<file path="src/rtl/pipe_pkg.sv">
// Shared pipeline definitions: opcodes seen in writeback and the writeback FSM state encoding.
package pipe_pkg;

    localparam logic [5:0] OP_NOP = 6'd55;
    localparam logic [5:0] OP_LW  = 6'd16;
    localparam logic [5:0] OP_SW  = 6'd24;

    localparam int unsigned TIMER_W = 16;

    typedef enum logic [1:0] {
        IDLE    = 2'd0,
        MEM_REQ = 2'd1,
        FIN     = 2'd2
    } mw_state_e;

    function automatic logic is_mem_op(input logic [5:0] op);
        return (op == OP_LW) || (op == OP_SW);
    endfunction

endpackage

</file>
<file path="src/rtl/mw_stage_if.sv">
// Data-memory req/ack channel between the writeback stage (master) and memory (slave).
interface mw_stage_if;
    logic        req;
    logic        we;
    logic [31:0] addr;
    logic [31:0] wdata;
    logic        ack;
    logic [31:0] rdata;

    modport master (output req, we, addr, wdata, input ack, rdata);
    modport slave  (input req, we, addr, wdata, output ack, rdata);
endinterface

</file>
<file path="src/rtl/mw_stage.sv">
// Writeback stage: retires ALU ops in place, runs loads/stores over the dmem handshake,
// stalls upstream while an access is outstanding, counts retirements, flags timeouts.
module mw_stage
    import pipe_pkg::*;
#(
    parameter int unsigned TIMEOUT = 255,
    parameter int unsigned CNT_W   = 32
) (
    input  logic             clk,
    input  logic             rst,
    input  logic [31:0]      pc_in,
    input  logic [5:0]       op_in,
    input  logic [31:0]      ot_in,
    input  logic [4:0]       wreg_in,
    input  logic [31:0]      result_in,
    output logic             stall,
    output logic             rf_we,
    output logic [4:0]       rf_waddr,
    output logic [31:0]      rf_wdata,
    mw_stage_if.master       dmem,
    output logic             err,
    output logic [CNT_W-1:0] retired,
    output logic [31:0]      cur_pc
);

    mw_state_e          state_q, state_d;
    logic [5:0]         op_q;
    logic [4:0]         wreg_q;
    logic [31:0]        result_q;
    logic [31:0]        ot_q;
    logic [31:0]        pc_q;
    logic [31:0]        data_q;
    logic [TIMER_W-1:0] timer_q;

    logic latch;
    logic capture;
    logic set_err;
    logic retire;
    logic timeout_hit;

    assign timeout_hit = (timer_q == TIMER_W'(TIMEOUT - 1));

    // Next state and decode; IDLE outputs follow the inputs with zero latency.
    always_comb begin
        state_d    = state_q;
        stall      = 1'b0;
        rf_we      = 1'b0;
        rf_waddr   = wreg_in;
        rf_wdata   = result_in;
        dmem.req   = 1'b0;
        dmem.we    = 1'b0;
        dmem.addr  = result_q;
        dmem.wdata = ot_q;
        cur_pc     = pc_q;
        latch      = 1'b0;
        capture    = 1'b0;
        set_err    = 1'b0;
        retire     = 1'b0;

        case (state_q)
            IDLE: begin
                cur_pc = pc_in;
                if (op_in == OP_NOP) begin
                    state_d = IDLE;
                end else if (is_mem_op(op_in)) begin
                    stall   = 1'b1;
                    latch   = 1'b1;
                    state_d = MEM_REQ;
                end else begin
                    rf_we  = (wreg_in != 5'd0);
                    retire = 1'b1;
                end
            end
            MEM_REQ: begin
                dmem.req = 1'b1;
                dmem.we  = (op_q == OP_SW);
                stall    = 1'b1;
                // Ack takes priority over a coincident timeout.
                if (dmem.ack) begin
                    capture = 1'b1;
                    state_d = FIN;
                end else if (timeout_hit) begin
                    capture = 1'b1;
                    set_err = 1'b1;
                    state_d = FIN;
                end
            end
            FIN: begin
                rf_waddr = wreg_q;
                rf_wdata = data_q;
                rf_we    = (op_q == OP_LW) && (wreg_q != 5'd0);
                retire   = 1'b1;
                state_d  = IDLE;
            end
            default: state_d = IDLE;
        endcase

        if (rst) begin
            stall = 1'b0;
            rf_we = 1'b0;
        end
    end

    // State, latched instruction, timer, error flag and retirement counter.
    always_ff @(posedge clk) begin
        if (rst) begin
            state_q  <= IDLE;
            op_q     <= OP_NOP;
            wreg_q   <= 5'd0;
            result_q <= 32'd0;
            ot_q     <= 32'd0;
            pc_q     <= 32'd0;
            data_q   <= 32'd0;
            timer_q  <= '0;
            err      <= 1'b0;
            retired  <= '0;
        end else begin
            state_q <= state_d;
            if (latch) begin
                op_q     <= op_in;
                wreg_q   <= wreg_in;
                result_q <= result_in;
                ot_q     <= ot_in;
                pc_q     <= pc_in;
                timer_q  <= '0;
            end
            if (state_q == MEM_REQ && !dmem.ack) begin
                timer_q <= timer_q + TIMER_W'(1);
            end
            if (state_q == FIN) begin
                timer_q <= '0;
            end
            if (capture) begin
                data_q <= dmem.ack ? dmem.rdata : 32'h0;
            end
            if (set_err) begin
                err <= 1'b1;
            end
            if (retire) begin
                retired <= retired + CNT_W'(1);
            end
        end
    end

endmodule

</file>
<file path="src/flat_wrapper.sv">
// flat-port wrapper written by rule: the top's interface ports become plain ports
module mw_stage_flat import pipe_pkg::*;
#(
    parameter int unsigned TIMEOUT = 255,
    parameter int unsigned CNT_W   = 32
)
  (clk, rst, pc_in, op_in, ot_in, wreg_in, result_in, stall, rf_we, rf_waddr, rf_wdata, err, retired, cur_pc, dmem_req, dmem_we, dmem_addr, dmem_wdata, dmem_ack, dmem_rdata);
  mw_stage_if dmem_i ();
  input  logic clk;
  input  logic rst;
  input  logic [31:0] pc_in;
  input  logic [5:0] op_in;
  input  logic [31:0] ot_in;
  input  logic [4:0] wreg_in;
  input  logic [31:0] result_in;
  output logic stall;
  output logic rf_we;
  output logic [4:0] rf_waddr;
  output logic [31:0] rf_wdata;
  output logic err;
  output logic [CNT_W-1:0] retired;
  output logic [31:0] cur_pc;
  output wire logic [$bits(dmem_i.req)-1:0] dmem_req;
  output wire logic [$bits(dmem_i.we)-1:0] dmem_we;
  output wire logic [$bits(dmem_i.addr)-1:0] dmem_addr;
  output wire logic [$bits(dmem_i.wdata)-1:0] dmem_wdata;
  input wire logic [$bits(dmem_i.ack)-1:0] dmem_ack;
  input wire logic [$bits(dmem_i.rdata)-1:0] dmem_rdata;
  assign dmem_req = dmem_i.req;
  assign dmem_we = dmem_i.we;
  assign dmem_addr = dmem_i.addr;
  assign dmem_wdata = dmem_i.wdata;
  assign dmem_i.ack = dmem_ack;
  assign dmem_i.rdata = dmem_rdata;
  mw_stage #(.TIMEOUT(TIMEOUT), .CNT_W(CNT_W)) u_core (.clk(clk), .rst(rst), .pc_in(pc_in), .op_in(op_in), .ot_in(ot_in), .wreg_in(wreg_in), .result_in(result_in), .stall(stall), .rf_we(rf_we), .rf_waddr(rf_waddr), .rf_wdata(rf_wdata), .dmem(dmem_i), .err(err), .retired(retired), .cur_pc(cur_pc));
endmodule
</file>
<file path="config.mk">
export PLATFORM = sky130hd
export DESIGN_NAME = mw_stage_flat
export DESIGN_NICKNAME = d
export VERILOG_FILES = /design/src/rtl/pipe_pkg.sv /design/src/rtl/mw_stage_if.sv /design/src/rtl/mw_stage.sv /design/src/flat_wrapper.sv
export SDC_FILE = /design/constraint.sdc
export NUM_CORES = 1
export LEC_CHECK = 0
export BUFFER_PORTS_ARGS = -buffer_cell sky130_fd_sc_hd__buf_4
export CAP_MARGIN = 40
export CELL_PAD_IN_SITES_DETAIL_PLACEMENT = 1
export CELL_PAD_IN_SITES_GLOBAL_PLACEMENT = 1
export CORE_UTILIZATION = 35
export CTS_BUF_LIST = sky130_fd_sc_hd__clkbuf_4 sky130_fd_sc_hd__clkbuf_8 sky130_fd_sc_hd__clkbuf_16
export CTS_CLUSTER_DIAMETER = 100
export DETAILED_ROUTE_END_ITERATION = 6
export PLACE_DENSITY_LB_ADDON = 0.1
export SLEW_MARGIN = 5
export SYNTH_ARGS = -nofsm -noshare
export SYNTH_HDL_FRONTEND = slang
export SYNTH_SLANG_ARGS = --single-unit
</file>
<file path="constraint.sdc">
create_clock -name clk -period 2 [get_ports clk]
set_input_delay 0.1 -clock clk [delete_from_list [all_inputs] [get_ports clk]]
set_output_delay 0.1 -clock clk [all_outputs]
set_load 0.01 [all_outputs]
</file>
==> impl_metrics.json <==
{
  "rows": 56,
  "rsz0062_at_grt": "true",
  "final_common_cell": "buf_4",
  "critPathArrivalTime_ns": 1.90,
  "slew_violations": 0,
  "synth_cell_types": 52,
  "fmax_ghz": 0.500,
  "crit_cells": 5,
  "critPathKind": "reg -> out",
  "period_minus_slack_ns": 2.00,
  "initial_utilization_pct": 35.8,
  "portBuffers": 311,
  "critPathMaxFanout": 2,
  "cts.sinks": 190,
  "power_density_nw_per_um2": 615,
  "clockBufferDepth": 2,
  "grtUsageTotal_pct": 24.6,
  "fin_hold_ws_ns": 0.0844,
  "crit_start": "u_core.op_q[2]$_SDFFE_PP1P_",
  "min_path_type": "in -> reg",
  "dp_hpwl_mm": 19.2,
  "clkSlewWorstSetupHoldPaths_ns": 0.07,
  "layout_common_cells": "343 x buf_4, 251 x nand2_1, 187 x dfxtp_1",
  "yosysSeqAreaShare_pct": 45.1,
  "ir_drop_v": 0.000533,
  "place_area_um2": 11300,
  "p_total_uw": 8200,
  "clock_latency_ns": 0.43,
  "die_height_um": 157,
  "crit_buf_inv": 1,
  "post-route-drc-count": 0,
  "worst_pin_slew_ns": 0.544,
  "gp_congestion": 0.764,
  "synth_seq_cells": 190,
  "busiest_layer": "met2",
  "slowest_stage": "or4_4",
  "cap_violations": 0,
  "synth_edf_count": 0,
  "r2r_start": "u_core.retired[13]$_SDFFE_PP0P_",
  "use_met2_pct": 45.5,
  "cp-endpoint": "rf_we",
  "wl_per_cell_um": 17.4,
  "grt_util_met1_pct": 27.2,
  "postRouteAntennaNets": 0,
  "clock_skew_ns": 0.0142,
  "io_pins": 312,
  "use_met3_pct": 6.55,
  "grt_overflow": 0,
  "cp_slowest_stage_delay_ns": 0.42,
  "vias": 9114,
  "htree_num_levels": 4,
  "critical_path.cell_chain": "nor4_4 > nand2_1 > or4_4 > a211oi_2 > buf_4",
  "drt-total-wl_mm": 31.1,
  "placed_cells": 1609,
  "reg2reg_to": "u_core.retired[22]$_SDFFE_PP0P_",
  "power_leakage_uw": 0.00530,
  "dr.pass1.iters": 4,
  "layout-drive-gt1-share_pct": 33.2,
  "dieWidth_um": 157,
  "startpoint_type": "flop",
  "drtIter0Drc": 430,
  "status": "finished clean",
  "hold_viol_final": 0,
  "grt_max_degree": 86,
  "syn_avg_cell_area_um2": 8.30,
  "syn_inst": 1016,
  "yosysWarningCount": 0,
  "cts_root_buffer": "clkbuf_16",
  "grt_pass1_vias": 9525,
  "async_flop_share_pct": 0,
  "required_ns": 1.90,
  "maxSlewHeadroom_pct": 63.8,
  "final_util_pct": 56.6,
  "worstHoldStart": "dmem_ack",
  "syn_area_um2": 8430,
  "antenna_found_initial": 1,
  "ff2ff_setup_slack_ns": 0.12,
  "core_region_area_um2": 23500,
  "tritoncts": "done",
  "final-setup-viol-count": 0,
  "rr_worst_depth": 5,
  "min_period_over_period_pct": 100,
  "die_area_um2": 24700,
  "nets": 1595,
  "syn-num-nets": 1161,
  "final_cell_area_um2": 13300,
  "numCtsBuffers": 17,
  "critical-path-top-delay-family": "simple AND/OR/NAND/NOR gates",
  "synth_flop_cell": "dfxtp_1",
  "grt_pass1_wl_mm": 48.1,
  "syn2layout_area_growth_pct": 58.2,
  "final_cells": 1782,
  "viasPerCell": 5.11,
  "worst_setup_path_end_kind": "primary output"
}
cell usage after synthesis, types with 2 or more instances:
library cell,instances,area [µm²]
clkbuf_1,52,195
o21ai_0,46,230
nor2_1,25,93.8
and3_1,5,31.3
buf_2,16,80.1
and2_1,6,37.5
nand2_1,251,942
mux2_2,74,833
a31oi_1,5,31.3
nand2b_1,6,37.5
mux2i_1,3,30.0
or3_1,8,50.1
mux2_1,6,67.6
nand3_1,23,115
inv_1,6,22.5
nor3_1,8,40.0
a21o_1,4,30.0
buf_4,9,67.6
dfxtp_1,190,3800
nor4_1,12,75.1
or4_1,19,143
ha_1,3,37.5
o311ai_0,2,17.5
nand3b_1,2,15.0
nand4_1,16,100
a21oi_1,165,826
nor4b_1,2,17.5
o31ai_1,12,90.1
nor2b_1,11,68.8
and4_1,7,61.3
metal layers:
layer,vias to the layer above,share of wire (%)
met4,0,2.2
met3,45,5.8
met1,4416,41
li1,4411,-
met5,-,0
met2,242,51
stage by stage:
step,worst slack (ns),TNS (ns)
6_report,0.0000924,0
5_1_grt,-0.141,-0.764
4_1_cts,-0.0502,-0.554
3_5_place_dp,0.0890,0
3_3_place_gp,0.147,0
2_1_floorplan,0.156,0
cells by family after synthesis:
group                      synth area share [%]
muxes                                      11.0
AOI/OAI and AO/OA                          15.9
adders and majority gates                 0.445
DFF                                        45.1
buffers and inverters                      4.47
and+or+nand+nor                            22.8
xor gates and xnor gates                  0.208
registers in the layout, summed over array words and instances (netlist names):
name               count
u_core.pc_q           32
u_core.state_q         2
u_core.op_q            6
u_core.dmem.addr      32
u_core.timer_q        16
u_core.retired        32
u_core.wreg_q          5
u_core.data_q         32
u_core.err             1
u_core.dmem.wdata     32
power breakdown:
group	internal [µW]	switching, µW	leakage [µW]
Combinational	627	449	0.00350
Clock	1630	1640	0.000266
Sequential	3820	30.0	0.00153
worst min path at each step:
stage                                          to  slack [ns]  cells past startpoint
6_report           u_core.state_q[0]$_SDFFE_PP0P_        0.08                      4
5_1_grt            u_core.state_q[0]$_SDFFE_PP0P_        0.08                      4
4_1_cts            u_core.state_q[0]$_SDFFE_PP0P_        0.07                      4
3_5_place_dp   u_core.dmem.wdata[13]$_SDFFE_PP0P_        0.36                      3
3_3_place_gp       u_core.data_q[17]$_SDFFE_PP0P_        0.35                      3
2_1_floorplan         u_core.pc_q[0]$_SDFFE_PP0P_        0.24                      2
worst reg2reg max path, delay by kind of cell, from the launching register on:
kind	cells	cell delay, ns
AND/OR/NAND/NOR	3	0.78
flip-flops	1	0.42
multiplexers	1	0.37
buffers and inverters	1	0.21
cell type report:
type,instances,area [µm²]
Tap cell,319,399
Multi-Input combinational cell,742,4330
Inverter,6,22.5
Sequential cell,190,3810
Antenna cell,1,2.50
Clock inverter,14,126
Clock buffer,17,425
Timing Repair Buffer,493,4220
Fill cell,2759,10200
what timing repair did:
| item | CTS | global route |
|---|---|---|
| pin swaps | 4 | 1 |
| buffers inserted | 5 | 2 |
| cloned | 1 | 1 |
| hold buffers | 134 | 0 |
| hold endpoints to repair | 134 | 0 |
| gates resized for setup | 6 | 11 |
| setup endpoints to repair | 23 | 35 |
Note: power is estimated with default switching activity, not from simulation.
